<file path="config.mk">
export PLATFORM = sky130hd
export DESIGN_NAME = multicycle_controller
export DESIGN_NICKNAME = d
export VERILOG_FILES = /design/src/rtl/multicycle_controller.sv
export SDC_FILE = /design/constraint.sdc
export NUM_CORES = 1
export LEC_CHECK = 0
export CORE_AREA = 4 4 49 51
export DETAILED_ROUTE_END_ITERATION = 6
export DIE_AREA = 0 0 53 55
export DONT_BUFFER_PORTS = 1
export PLACE_DENSITY = 0.69
export SLEW_MARGIN = 20
export SYNTH_ARGS = -nofsm -noshare
export SYNTH_HDL_FRONTEND = slang
export SYNTH_SLANG_ARGS = --single-unit
</file>
<file path="constraint.sdc">
create_clock -name clk -period 1.8 [get_ports clk]
set_input_delay 0.18 -clock clk [delete_from_list [all_inputs] [get_ports clk]]
set_output_delay 0.18 -clock clk [all_outputs]
set_load 0.005 [all_outputs]
</file>
<file path="src/rtl/multicycle_controller.sv">
// Multi-cycle MIPS control FSM: FETCH/DECODE/EXECUTE/MEM/WB with a mem_ready handshake, memory-wait timeout and illegal-op trap.
// Optional bne support is enabled by defining CTRL_BNE_EN.
module multicycle_controller #(
  parameter int MEM_TIMEOUT = 16,
  parameter int CNT_W       = 5,
  parameter int ALU_W       = 3
) (
  input  logic             clk,
  input  logic             reset,
  input  logic [5:0]       op,
  input  logic [5:0]       func,
  input  logic             zero,
  input  logic             mem_ready,
  output logic [7:0]       muxctrl,
  output logic [1:0]       memctrl,
  output logic [ALU_W-1:0] aluctrl,
  output logic             ir_we,
  output logic             pc_we,
  output logic             reg_we,
  output logic             err,
  output logic [3:0]       state
);
  typedef enum logic [3:0] {
    FETCH = 4'd0, DECODE = 4'd1, MEMADR = 4'd2, MEMRD = 4'd3, MEMWB = 4'd4, MEMWR = 4'd5,
    REX = 4'd6, ALUWB = 4'd7, BRANCH = 4'd8, ADDIEX = 4'd9, JUMP = 4'd10, TRAP = 4'd11
  } state_t;

  localparam logic [5:0] OP_R = 6'b000000, OP_LW = 6'b100011, OP_SW = 6'b101011,
                         OP_BEQ = 6'b000100, OP_ADDI = 6'b001000, OP_J = 6'b000010,
                         OP_BNE = 6'b000101;
  localparam logic [ALU_W-1:0] A_ADD = ALU_W'(0), A_SUB = ALU_W'(1), A_AND = ALU_W'(2),
                               A_OR = ALU_W'(3), A_SLT = ALU_W'(4);

  state_t           cur, nxt;
  logic [CNT_W-1:0] cnt;
  logic             regdst_q, bne_q, err_q;
  logic             mem_st, timeout, func_ok;
  logic [ALU_W-1:0] r_alu;

  assign mem_st  = (cur == FETCH) || (cur == MEMRD) || (cur == MEMWR);
  assign timeout = mem_st && !mem_ready && (cnt == CNT_W'(MEM_TIMEOUT - 1));

  always_comb begin
    func_ok = 1'b1;
    r_alu   = A_ADD;
    case (func)
      6'b100000: r_alu = A_ADD;
      6'b100010: r_alu = A_SUB;
      6'b100100: r_alu = A_AND;
      6'b100101: r_alu = A_OR;
      6'b101010: r_alu = A_SLT;
      default:   func_ok = 1'b0;
    endcase
  end

  always_comb begin
    nxt = cur;
    case (cur)
      FETCH:  nxt = timeout ? TRAP : (mem_ready ? DECODE : FETCH);
      DECODE: begin
        case (op)
          OP_R:          nxt = REX;
          OP_LW, OP_SW:  nxt = MEMADR;
          OP_BEQ:        nxt = BRANCH;
          OP_ADDI:       nxt = ADDIEX;
          OP_J:          nxt = JUMP;
`ifdef CTRL_BNE_EN
          OP_BNE:        nxt = BRANCH;
`endif
          default:       nxt = TRAP;
        endcase
      end
      MEMADR: nxt = (op == OP_LW) ? MEMRD : MEMWR;
      MEMRD:  nxt = timeout ? TRAP : (mem_ready ? MEMWB : MEMRD);
      MEMWR:  nxt = timeout ? TRAP : (mem_ready ? FETCH : MEMWR);
      REX:    nxt = func_ok ? ALUWB : TRAP;
      ADDIEX: nxt = ALUWB;
      MEMWB, ALUWB, BRANCH, JUMP: nxt = FETCH;
      default: nxt = TRAP;
    endcase
  end

  always_ff @(posedge clk or posedge reset) begin
    if (reset) begin
      cur      <= FETCH;
      cnt      <= '0;
      regdst_q <= 1'b0;
      bne_q    <= 1'b0;
      err_q    <= 1'b0;
    end else begin
      cur <= nxt;
      // Counter only runs while a memory state is stalled; any completion or exit clears it.
      cnt <= (mem_st && !mem_ready && !timeout) ? cnt + 1'b1 : '0;
      if (cur == DECODE) begin
        regdst_q <= (op == OP_R);
        bne_q    <= (op == OP_BNE);
      end
      if (nxt == TRAP) err_q <= 1'b1;
    end
  end

  always_comb begin
    muxctrl = '0;
    memctrl = '0;
    aluctrl = A_ADD;
    ir_we   = 1'b0;
    pc_we   = 1'b0;
    reg_we  = 1'b0;
    case (cur)
      FETCH:  begin memctrl = 2'b01; muxctrl[5:4] = 2'b01; ir_we = mem_ready; pc_we = mem_ready; end
      DECODE: muxctrl[5:4] = 2'b11;
      MEMADR: begin muxctrl[3] = 1'b1; muxctrl[5:4] = 2'b10; end
      MEMRD:  begin memctrl = 2'b01; muxctrl[0] = 1'b1; end
      MEMWB:  begin reg_we = 1'b1; muxctrl[2] = 1'b1; end
      MEMWR:  begin memctrl = 2'b10; muxctrl[0] = 1'b1; end
      REX:    begin muxctrl[3] = 1'b1; aluctrl = r_alu; end
      ALUWB:  begin reg_we = 1'b1; muxctrl[1] = regdst_q; end
      BRANCH: begin
        muxctrl[3] = 1'b1; muxctrl[7:6] = 2'b01; aluctrl = A_SUB;
        pc_we = bne_q ? ~zero : zero;
      end
      ADDIEX: begin muxctrl[3] = 1'b1; muxctrl[5:4] = 2'b10; end
      JUMP:   begin muxctrl[7:6] = 2'b10; pc_we = 1'b1; end
      default: ;
    endcase
    // Timeout cycle and reset both silence every strobe and enable.
    if (reset || timeout) begin
      muxctrl = '0;
      memctrl = '0;
      aluctrl = A_ADD;
      ir_we   = 1'b0;
      pc_we   = 1'b0;
      reg_we  = 1'b0;
    end
  end

  assign err   = err_q;
  assign state = cur;
endmodule

</file>
After elaboration in Yosys (flattened, before gate mapping) --
Cells that the tools add are included.
Storage, ports and cells: logic and storage cells 79, bits in registers 12, output and inout port bits 21, input port bits 16
Operators by class: eq/ne operators 23, bitwise logic cells 1, reductions and logical operators 18, add/sub/neg operators 1, mux-type cells 31
Operators with widths (number):
- 6-bit equality test (second input constant) | 7
- 4-bit case mux with 8 select lines | 1
- 4-bit case mux with 5 select lines | 1
- 4-bit by 3-bit equality test with 1-bit output (second input constant) | 4
- 4-bit equality test (second input constant) | 4
- 4-bit 2-to-1 mux | 4
- 6-bit by 3-bit equality test with 1-bit output (second input constant) | 2
- 1-bit 2-to-1 mux | 12
- 3-bit 2-to-1 mux | 4
- 3-bit case mux with 4 select lines | 1
- 2-bit OR reduction | 5
- 4-bit by 2-bit equality test with 1-bit output (second input constant) | 2
- 8-bit 2-to-1 mux | 1
- 2-bit case mux with 2 select lines | 2
- 4-bit OR reduction | 2
- 6-bit by 2-bit equality test with 1-bit output (second input constant) | 1
- 6-bit by 4-bit equality test with 1-bit output (second input constant) | 1
- 6-bit logical NOT | 1
- 2-bit case mux with 3 select lines | 1
- 3-bit case mux with 2 select lines | 1
- 5-bit by 1-bit adder with 5-bit output (second input constant) | 1
- 5-bit by 4-bit equality test with 1-bit output (second input constant) | 1
- 5-bit 2-to-1 mux | 1
- 5-bit OR reduction | 1
- 8 further kinds | 13

Longest topological paths before layout --
depth after elaboration 8, mapped depth 8, depth with buffers taken out 8

Worst setup path after synthesis --
No wires, ideal clock.
kind reg2out, start point register cnt[0], end point output aluctrl[0], data required time 1.620 ns, buffers on the path 0, setup slack -0.064 ns, cell stages (with the launch flop) 9, arrival 1.684 ns, path through dfrtp_1 > ha_1 > and3_1 > ha_1 > nand2b_1 > nor2_1 > a21oi_2 > nand3_1 > o31ai_1
On the way: cells in the longest elaborated chain, start to end 4
Ends and longest elaborated chain:
- from (decl) | RTL line 35 | logic [CNT_W-1:0] cnt;
- from (signal assigned) | RTL line 93 | cnt <= (mem_st && !mem_ready && !timeout) ? cnt + 1'b1 : '0;
- 5-bit by 4-bit equality test with 1-bit output | RTL line 41 | assign timeout = mem_st && !mem_ready && (cnt == CNT_W'(MEM_TIMEOUT - 1));
- 1-bit logical AND | RTL line 41
- 1-bit logical OR | RTL line 127 | if (reset || timeout) begin
- 3-bit 2-to-1 mux | RTL line 127
- to (decl) | RTL line 16 | output logic [ALU_W-1:0] aluctrl,
No other way between the ends.

Worst setup path after layout --
Ends and elaborated chain as after synthesis.

==> impl_metrics.tcl <==
set metrics [dict create \
    status "finished, violations left" \
    violations "negative setup slack" \
    relSlewSlack_pct 73.85 \
    cap_viol_max_count 0 \
    clock_power_share_pct 10.9 \
    grt_max_degree 16 \
    startpoint "cnt[0]" \
    fin_ws_ps -327.9 \
    synth_top_family_by_area "simple AND/OR/NAND/NOR gates" \
    grt_pass1_vias 1035 \
    syn-cell-area_um2 1032 \
    overflow 0 \
    synthXorXnorAreaFrac_pct 5.091 \
    p_sw_share_pct 44.30 \
    ant_nets 0 \
    routed_wl_um 3141 \
    cts_sinks 12 \
    io_buffers 0 \
    path_delay_family "compound AO/OA/AOI/OAI gates" \
    p_leak_nw 0.5951 \
    grt_util_met1_pct 28.55 \
    rr_startpoint "cnt[0]" \
    drt-pass1-iter-count 4 \
    final_cells 183 \
    antenna_cells 0 \
    yosys-top-cells-count "nor2_1, dfrtp_1, nand2_1" \
    yosys_warnings 0 \
    numPlacedInstances 169 \
    die-width_um 53 \
    critPathBufInv 0 \
    synth_cell_types 42 \
    slew_violations 0 \
    track_usage_pct 22.16 \
    synth_nets 148 \
    synthMuxAreaShare_pct 3.030 \
    cts_htree_levels 1 \
    wl_per_cell_um 17.16 \
    cp.required_ps 1620 \
    grt_pass1_wl_um 4733 \
    rows 16 \
    clkLatencyLatePin_ps 280 \
    num-nets-final 175 \
    skew_ps 10.68 \
    use_met3_pct 4.558 \
    hold_start "op[0]" \
    rsz0062_at_grt "true" \
    setup_viol 13 \
    dieArea_um2 2915 \
    root_buffer "clkbuf_4" \
    synth_edf_count 0 \
    end_kind "output pin" \
    yosys.area_share.adder_pct 2.424 \
    yosys.cell_count.top_type "nor2_1" \
    syn_inst 130 \
    num_vias 1099 \
    comb_power_share_pct 68.4 \
    routabilityCongestion 0.8964 \
    crit_type "flop to output pin" \
    worst_pin_slew_ps 389.9 \
    dp_hpwl_um 2171 \
    viasPerCell 6.005 \
    ys_seq_area_share_pct 29.09 \
    ys_ff_latch 12 \
    drive_gt1_share_pct 36.54 \
    powerDensity_nw_per_um2 1361 \
    p_total_w 0.001977 \
    synth.avg_cell_area_um2 7.940 \
    critPathLaunchType "flop" \
    yosysTopAreaCellShare_pct 29.09 \
    cts_tree "done" \
    p_int_w 0.001101 \
    max_freq_mhz 470.0 \
    start_util_pct 53.16 \
    async_flop_share_pct 100.0 \
    power.net_switching_w 0.0008759 \
    crit_chain "ha_2 > and3_4 > ha_4 > nand2b_4 > nor2_4 > a21oi_4 > nand3_4 > o31ai_4" \
    cts_buffers 3 \
    antenna_found_initial 0 \
    peakVddDrop_v 0.001023 \
    coreArea_um2 1942 \
    period_minus_slack_ps 2128 \
    ys.flop_type "dfrtp_1" \
    synth_top_cell_by_area "dfrtp_1" \
    post-route-period-util_pct 118.2 \
    yosys.area_share.simple_pct 36.12 \
    max_stage_delay_ps 400 \
    use_met2_pct 37.81 \
    synth_area_leaders "dfrtp_1, nor2_1, nand2b_1" \
    hold_path_class "input pin to flop" \
    path_max_fanout 3 \
    ios 37 \
    slowest_stage "dfrtp_1" \
    p_seq_share_pct 20.7 \
    finish.utilization_pct 74.81 \
    clkTransAtPathRegs_ps 80 \
    drt_iter0_markers 29 \
    synth-compound-area-share_pct 18.91 \
    syn2layout_area_growth_pct 40.73 \
    grt_busiest_layer "met2" \
    finalHoldViolations 0 \
    drt_drc_violations_left 0 \
    fp.dieH_um 55 \
    arrival_ps 1950 \
    hold_ws_ps 37.92 \
    clk_path_buf_depth 2 \
    post-place-ws_ps -90.44 \
]
power by group through the flow:
stage / combinational, W / sequential [W] / clock, W
after global placement: 0.00110 / 0.000403 / 0
after CTS: 0.00126 / 0.000402 / 0.000220
after floorplan: 0.000716 / 0.000392 / 0
after detailed placement: 0.00113 / 0.000408 / 0
final: 0.00135 / 0.000409 / 0.000215
after global routing: 0.00147 / 0.000419 / 0.000232
per-layer routing:
layer	up-vias	share of wire, %	wire length [um]
li1	534	-	-
met1	523	41	1294
met2	40	51	1606
met3	2	7.0	221
met4	0	0.57	18
met5	-	0	0
final timing paths:
path	cells past startpoint	slack, ps	to
setup reg to reg	11	-230	err
min in group asynchronous	3	460	cnt[2]
max in group asynchronous	3	1150	state[0]
setup / recovery	8	-330	aluctrl[0]
hold / removal	2	40	bne_q
hold reg to reg	1	510	err
layout by cell type, fill, tap and decap left out, types with 2 or more instances in the layout:
master / netlist / final
a21oi_1: 3 / 2
o22a_1: 3 / 3
dlygate4sd3_1: 0 / 2
mux2i_1: 2 / 2
clkbuf_4: 0 / 3
xnor2_1: 2 / 2
o31ai_4: 1 / 2
buf_4: 1 / 26
a211oi_1: 2 / 2
o21ai_1: 0 / 2
nor2b_1: 2 / 2
nand2_2: 0 / 2
buf_6: 0 / 3
or4_1: 3 / 2
nand2b_1: 8 / 6
nand2b_4: 0 / 2
nor3_1: 8 / 5
nand2_1: 10 / 8
o21ai_0: 5 / 3
dfrtp_1: 12 / 11
xor2_1: 4 / 4
nor2_1: 15 / 13
a21oi_2: 2 / 2
nor3_2: 0 / 3
nand3_1: 5 / 4
inv_1: 4 / 4
nor4_1: 6 / 4
and3_1: 3 / 2
nor3b_1: 3 / 2
flip-flops by register name (all words and copies together), names as in the netlist:
register,count
regdst_q,1
state,4
err,1
cnt,5
bne_q,1
worst reg2reg max path: stages (launching register included):
cell and delay, ps:
dfrtp_1 400, ha_2 190, and3_4 180, ha_4 160, buf_4 130, buf_6 110
nor2_2 70, o22ai_1 80, o21ai_1 160, buf_4 140, o31ai_4 60, a31o_1 220
final cells by class:
type	count	area, um2
timing repair buffer	31	249.0
fill	141	489.2
sequential	12	301.5
multi-input combinational	105	817.0
clock buffer	4	36.28
tap	27	33.78
inverter	4	15.01
per-stage QoR:
stage	area [um2]	TNS, ps
6_report	1453	-2836
5_1_grt	1453	-3806
4_1_cts	1384	-2447
3_5_place_dp	1199	-315.1
3_3_place_gp	1199	-36.16
2_1_floorplan	1047	0
cells by family (layout without fill, tap and decap cells):
family | count (synthesis) | count (layout)
buffers and inverters | 13 | 39
xor gates and xnor gates | 6 | 6
and+or+nand+nor | 69 | 69
adders and majority gates | 2 | 2
AOI/OAI and AO/OA | 25 | 25
muxes | 3 | 3
DFF | 12 | 12
repair_timing:
| item | in CTS | in global routing |
|---|---|---|
| setup endpoints to repair | 10 | 18 |
| hold buffers | 2 | 0 |
| resized for setup | 15 | 14 |
| endpoints found under the hold margin | 13 | 0 |
| buffers inserted | 7 | 2 |
| pin swaps | 11 | 13 |
(Power assumes the default switching activity.)
